**src/rtl/parking_slot_manager.sv**
```systemverilog
// Parking slot manager: debounces four slot sensors, runs the entry/exit gate
// handshakes, holds a reservation per admitted car and drives the display values.
module parking_slot_manager #(
  parameter int unsigned DEBOUNCE        = 8,
  parameter int unsigned GATE_CYCLES     = 1000,
  parameter int unsigned RESERVE_TIMEOUT = 15000
) (
  input  logic       clk_500Hz,
  input  logic       reset,
  input  logic [3:0] slot_sensor,
  input  logic       entry_req,
  input  logic       exit_req,
  output logic [2:0] capacity,
  output logic [1:0] first_empty,
  output logic       full,
  output logic       entry_gate_open,
  output logic       exit_gate_open,
  output logic       entry_ack,
  output logic [1:0] entry_slot,
  output logic       entry_denied
);

  localparam int unsigned SLOTS  = 4;
  localparam int unsigned DB_W   = $clog2(DEBOUNCE + 1);
  localparam int unsigned GATE_W = $clog2(GATE_CYCLES + 1);
  localparam int unsigned RES_W  = $clog2(RESERVE_TIMEOUT + 1);

  typedef enum logic [1:0] {E_IDLE, E_GRANT, E_OPEN, E_WAIT} entry_state_t;
  typedef enum logic [1:0] {X_IDLE, X_OPEN, X_WAIT} exit_state_t;

  logic [DB_W-1:0]   db_cnt [SLOTS];
  logic [SLOTS-1:0]  debounced;
  logic [SLOTS-1:0]  reserved_mask;
  logic [SLOTS-1:0]  occ;
  logic [2:0]        free_cnt;
  logic [1:0]        free_idx;
  logic              free_found;

  logic              res_valid;
  logic [1:0]        res_slot;
  logic [RES_W-1:0]  res_timer;

  entry_state_t      entry_state, entry_next;
  exit_state_t       exit_state, exit_next;
  logic [GATE_W-1:0] entry_cnt, exit_cnt;

  // Per-slot debounce: raw must disagree for DEBOUNCE consecutive cycles to flip.
  always_ff @(posedge clk_500Hz or negedge reset) begin
    if (!reset) begin
      debounced <= '0;
      for (int i = 0; i < SLOTS; i++) db_cnt[i] <= '0;
    end else begin
      for (int i = 0; i < SLOTS; i++) begin
        if (slot_sensor[i] == debounced[i]) begin
          db_cnt[i] <= '0;
        end else if (db_cnt[i] == DB_W'(DEBOUNCE - 1)) begin
          debounced[i] <= slot_sensor[i];
          db_cnt[i]    <= '0;
        end else begin
          db_cnt[i] <= db_cnt[i] + DB_W'(1);
        end
      end
    end
  end

  // Effective occupancy and the free-slot statistics derived from it.
  always_comb begin
    reserved_mask = '0;
    if (res_valid) reserved_mask[res_slot] = 1'b1;
    occ        = debounced | reserved_mask;
    free_cnt   = '0;
    free_idx   = '0;
    free_found = 1'b0;
    for (int i = 0; i < SLOTS; i++) begin
      if (!occ[i]) begin
        free_cnt = free_cnt + 3'd1;
        if (!free_found) begin
          free_idx   = 2'(i);
          free_found = 1'b1;
        end
      end
    end
  end

  always_ff @(posedge clk_500Hz or negedge reset) begin
    if (!reset) begin
      capacity    <= 3'd4;
      first_empty <= '0;
      full        <= 1'b0;
    end else begin
      capacity    <= free_cnt;
      first_empty <= free_idx;
      full        <= (free_cnt == 3'd0);
    end
  end

  // Entry FSM next-state.
  always_comb begin
    entry_next = entry_state;
    case (entry_state)
      E_IDLE:  if (entry_req && !full && !res_valid) entry_next = E_GRANT;
      E_GRANT: entry_next = E_OPEN;
      E_OPEN:  if (entry_cnt == GATE_W'(GATE_CYCLES - 1)) entry_next = E_WAIT;
      E_WAIT:  if (!entry_req) entry_next = E_IDLE;
      default: entry_next = E_IDLE;
    endcase
  end

  // Exit FSM next-state.
  always_comb begin
    exit_next = exit_state;
    case (exit_state)
      X_IDLE:  if (exit_req) exit_next = X_OPEN;
      X_OPEN:  if (exit_cnt == GATE_W'(GATE_CYCLES - 1)) exit_next = X_WAIT;
      X_WAIT:  if (!exit_req) exit_next = X_IDLE;
      default: exit_next = X_IDLE;
    endcase
  end

  always_ff @(posedge clk_500Hz or negedge reset) begin
    if (!reset) begin
      entry_state <= E_IDLE;
      exit_state  <= X_IDLE;
    end else begin
      entry_state <= entry_next;
      exit_state  <= exit_next;
    end
  end

  // Gate timers count only while the FSM stays in OPEN.
  always_ff @(posedge clk_500Hz or negedge reset) begin
    if (!reset) begin
      entry_cnt <= '0;
      exit_cnt  <= '0;
    end else begin
      entry_cnt <= (entry_state == E_OPEN && entry_next == E_OPEN) ? entry_cnt + GATE_W'(1) : '0;
      exit_cnt  <= (exit_state == X_OPEN && exit_next == X_OPEN) ? exit_cnt + GATE_W'(1) : '0;
    end
  end

  // Reservation: set on grant, dropped when the car is sensed or the hold lapses.
  always_ff @(posedge clk_500Hz or negedge reset) begin
    if (!reset) begin
      res_valid <= 1'b0;
      res_slot  <= '0;
      res_timer <= '0;
    end else if (entry_next == E_GRANT) begin
      res_valid <= 1'b1;
      res_slot  <= first_empty;
      res_timer <= RES_W'(RESERVE_TIMEOUT);
    end else if (res_valid) begin
      if (debounced[res_slot] || res_timer == '0) begin
        res_valid <= 1'b0;
      end else begin
        res_timer <= res_timer - RES_W'(1);
      end
    end
  end

  // Handshake outputs are registered from next-state so they align with the state.
  always_ff @(posedge clk_500Hz or negedge reset) begin
    if (!reset) begin
      entry_ack       <= 1'b0;
      entry_slot      <= '0;
      entry_gate_open <= 1'b0;
      exit_gate_open  <= 1'b0;
      entry_denied    <= 1'b0;
    end else begin
      entry_ack       <= (entry_next == E_GRANT);
      entry_gate_open <= (entry_next == E_OPEN);
      exit_gate_open  <= (exit_next == X_OPEN);
      entry_denied    <= entry_req & full;
      if (entry_next == E_GRANT) entry_slot <= first_empty;
    end
  end

endmodule

```
**config.mk**
```make
export PLATFORM = sky130hd
export DESIGN_NAME = parking_slot_manager
export DESIGN_NICKNAME = d
export VERILOG_FILES = /design/src/rtl/parking_slot_manager.sv
export SDC_FILE = /design/constraint.sdc
export NUM_CORES = 1
export LEC_CHECK = 0
export BUFFER_PORTS_ARGS = -buffer_cell sky130_fd_sc_hd__buf_2
export CORE_MARGIN = 8
export CORE_UTILIZATION = 55
export DETAILED_ROUTE_END_ITERATION = 8
export PLACE_DENSITY = 0.76
export SYNTH_ARGS = -nofsm -noshare
export SYNTH_HDL_FRONTEND = slang
export SYNTH_SLANG_ARGS = --single-unit
```
**constraint.sdc**
```tcl
create_clock -name clk_500Hz -period 2.3 [get_ports clk_500Hz]
set_input_delay 0.345 -clock clk_500Hz [delete_from_list [all_inputs] [get_ports clk_500Hz]]
set_output_delay 0.345 -clock clk_500Hz [all_outputs]
set_load 0.005 [all_outputs]
```
==> summary.json <==
{
  "coreArea_um2": 6240,
  "finalPower_mw": 5.57,
  "synth-main-ff-cell": "dfrtp_1",
  "yosys.area_share.adder_pct": 4.30,
  "globalplace.congestion": 0.774,
  "number_of_endpoints_with_negative_hold_slack_in_the_final_report": 0,
  "fp.dieArea_um2": 9150,
  "gr-max-usage-layer": "met2",
  "worstPathRequired_ns": 2.54,
  "critical_path.max_stage_delay_ns": 0.43,
  "timing_worst_slew_pin_value_ns": 0.570,
  "synth.cell_area_um2": 3490,
  "worst_hold_path_type": "input pin to asynchronous set/reset pin",
  "grtUsageMet3_pct": 4.25,
  "clockRootBuffer": "clkbuf_8",
  "path_common_cell": "buf_4",
  "end_kind": "register",
  "clockBufferDepth": 2,
  "run_status": "finished clean",
  "globalRouteMet1Util_pct": 19.2,
  "leakage_nw": 1.78,
  "global_route_wire_length_before_repair_mm": 11.5,
  "cts_tree": "built",
  "antenna_violations_before_repair": 0,
  "initial_utilization_pct": 55.9,
  "nets": 397,
  "multiInputGateArea_um2": 1670,
  "layout_common_cells": "70 x dfrtp_1, 49 x nor2_1, 24 x nand2_1",
  "ctsHtreeMaxLevel": 3,
  "cp_data_arrival_time_ns": 2.53,
  "synthesis.instances": 343,
  "setup_viol_count_final": 0,
  "drt-initial-drc-count": 68,
  "syn-num-nets": 363,
  "synth_warnings": 0,
  "dpl.cell_count": 439,
  "layout.cells.most_common": "dfrtp_1",
  "post_synth_num_cell_types": 52,
  "ant_nets": 0,
  "cts_hold_buffers": 0,
  "area_growth_synth_to_finish_pct": 14.0,
  "synth_edf_count": 0,
  "worst_clock_skew_ns": 0.00703,
  "synth_top_area_share_pct": 50.2,
  "avgRoutedWirePerCell_um": 14.8,
  "grt_start_max_net_pins": 72,
  "dp.final_hpwl_mm": 4.53,
  "startpoint_type": "register",
  "area.sequential_um2": 1780,
  "number_of_slew_limit_violations_in_the_final_report": 0,
  "final_core_density_pct": 63.7,
  "numCtsBuffers": 9,
  "route.detailed.vias_per_inst": 5.68,
  "sinks_on_the_clock_net": 71,
  "globalRoute.totalOverflow": 0,
  "buffer_ports.inserted": 19,
  "peakVddDrop_uv": 1140,
  "crit_type": "register to register",
  "cp.buffers_inverters": 2,
  "synth-seq-area-share_pct": 51.0,
  "floorplan.io_pins": 20,
  "worst_path_dominant_cell_family": "simple AND/OR/NAND/NOR gates",
  "syn_avg_cell_area_um2": 10.2,
  "synth.ff_latch_count": 71,
  "drcViolationCount": 0,
  "setup_tns_ns": 0,
  "globalRouteTotalUtil_pct": 16.0,
  "first_drt_pass_iteration_count": 4,
  "postRouteWirelength_mm": 6.82,
  "floorplan.rows": 29,
  "die_w_um": 95.6,
  "final.fill_count": 509,
  "period_minus_slack_ns": 2.29,
  "path_cells": "buf_4 > buf_4 > and3b_2 > or3_4 > nand2_2 > ha_2 > nor3_2 > a31oi_1 > a311oi_2",
  "synthMuxAreaShare_pct": 2.44,
  "async_flop_share_pct": 100,
  "drive_gt1_share_pct": 19.1,
  "yosysTopAreaCell": "dfrtp_1",
  "synth_compound_gate_area_share_pct": 10.0,
  "routed_via_count": 2606,
  "cap_viol_max_count": 0,
  "yosys.area_share.simple_pct": 22.7,
  "antenna_cells_inserted": 0,
  "slew_headroom_pct": 61.6,
  "worst_path_fanout_max": 7,
  "synth_top_cells_by_area": "dfrtp_1 50%, nor2_1 5.4%, xnor2_1 4.8%",
  "synth_top_family_by_area": "simple AND/OR/NAND/NOR gates",
  "pwr_density_cell_nw_per_um2": 1400,
  "final_period_utilization_pct": 99.6,
  "yosys.area_share.xor_xnor_pct": 6.78,
  "path_clk_slew_ns": 0.07,
  "grt_pass1_vias": 2588,
  "non_filler_cells_final": 459,
  "grt_util_met2_pct": 26.6,
  "die_h_um": 95.6,
  "worst_path_max_delay_cell": "dfrtp_1",
  "max_clock_freq_ghz": 0.436,
  "insertion_delay_ns": 0.33
}
[logic make-up after synthesis]
family	count (synthesis)
buf+inv	21
mux	7
simple gates	152
fa+ha+maj	12
xor+xnor	27
flops	71
compound gates	53
[registers in the layout (all words and copies together) (netlist names), 2 cells and up]
signal	count
debounced	4
exit_cnt	10
capacity	3
entry_cnt	10
entry_state	2
exit_state	2
entry_slot	2
db_cnt	16
res_timer	14
first_empty	2
[cells in the mapped netlist, drive strengths merged (2+ instances only)]
library cell  count
nor4              5
a21oi            11
inv              13
nand3            20
a311oi            4
a31oi             8
nor2b             6
dfrtp            70
o31ai             2
xor2              8
nor3b             2
ha               12
nor3             15
nand2            25
mux2              6
clkbuf            3
nand2b            3
and3              3
and4              5
buf               5
nor2             50
nand4             5
a211oi            3
o22ai             3
o21ai            12
or4               6
xnor2            19
[final timing paths]
check,from,end,slack [ns],cells past startpoint
worst max-delay path,res_valid$_DFF_PN0_,full$_DFF_PN0_,0.008,9
worst min-delay path,reset,res_timer[13]$_DFFE_PN0P_,0.02,2
worst max register to register,res_valid$_DFF_PN0_,full$_DFF_PN0_,0.008,9
worst min register to register,exit_cnt[0]$_DFF_PN0_,exit_cnt[0]$_DFF_PN0_,0.47,1
max in group asynchronous,reset,capacity[2]$_DFF_PN1_,1.95,2
min in group clk_500Hz,entry_req,entry_denied$_DFF_PN0_,0.25,2
[per-layer routing]
metal  share of wire [%]  wire (um)
met1                  45       3070
met2                  50       3390
met3                 4.1        282
met4                 1.1         78
met5                   0          0
[final cells by class]
type,instances,share of cell area (%)
sequential,71,44.7
timing repair buffer,31,4.97
tap,77,2.42
inverter,13,1.23
clock inverter,3,1.10
multi-input combinational,251,42.1
clock buffer,13,3.49
[where the power goes]
part	internal [mW]	total, mW	leakage [nW]	switching [mW]
Sequential	1.66	2.10	0.890	0.439
Combinational	1.27	2.53	0.797	1.26
Clock	0.504	0.945	0.0916	0.442
Total	3.43	5.57	1.78	2.14
[metrics by stage]
step | instance area (um2) | hold slack [ns] | setup WS [ns]
4_1_cts | 3920 | 0.0311 | 0.00221
5_1_grt | 3980 | 0.0465 | -0.0585
3_3_place_gp | 3700 | 0.399 | 0.0820
3_5_place_dp | 3700 | 0.400 | -0.0227
2_1_floorplan | 3490 | 0.0494 | 0.0780
6_report | 3980 | 0.0208 | 0.00808
[repair_timing]
item                       in CTS  in global routing
resized for setup               1                 12
pin swaps                       3                  3
setup buffers                   3                  1
cloned                          0                  0
setup endpoints to repair       1                  1
No activity file was read; power rests on OpenSTA's default activity.
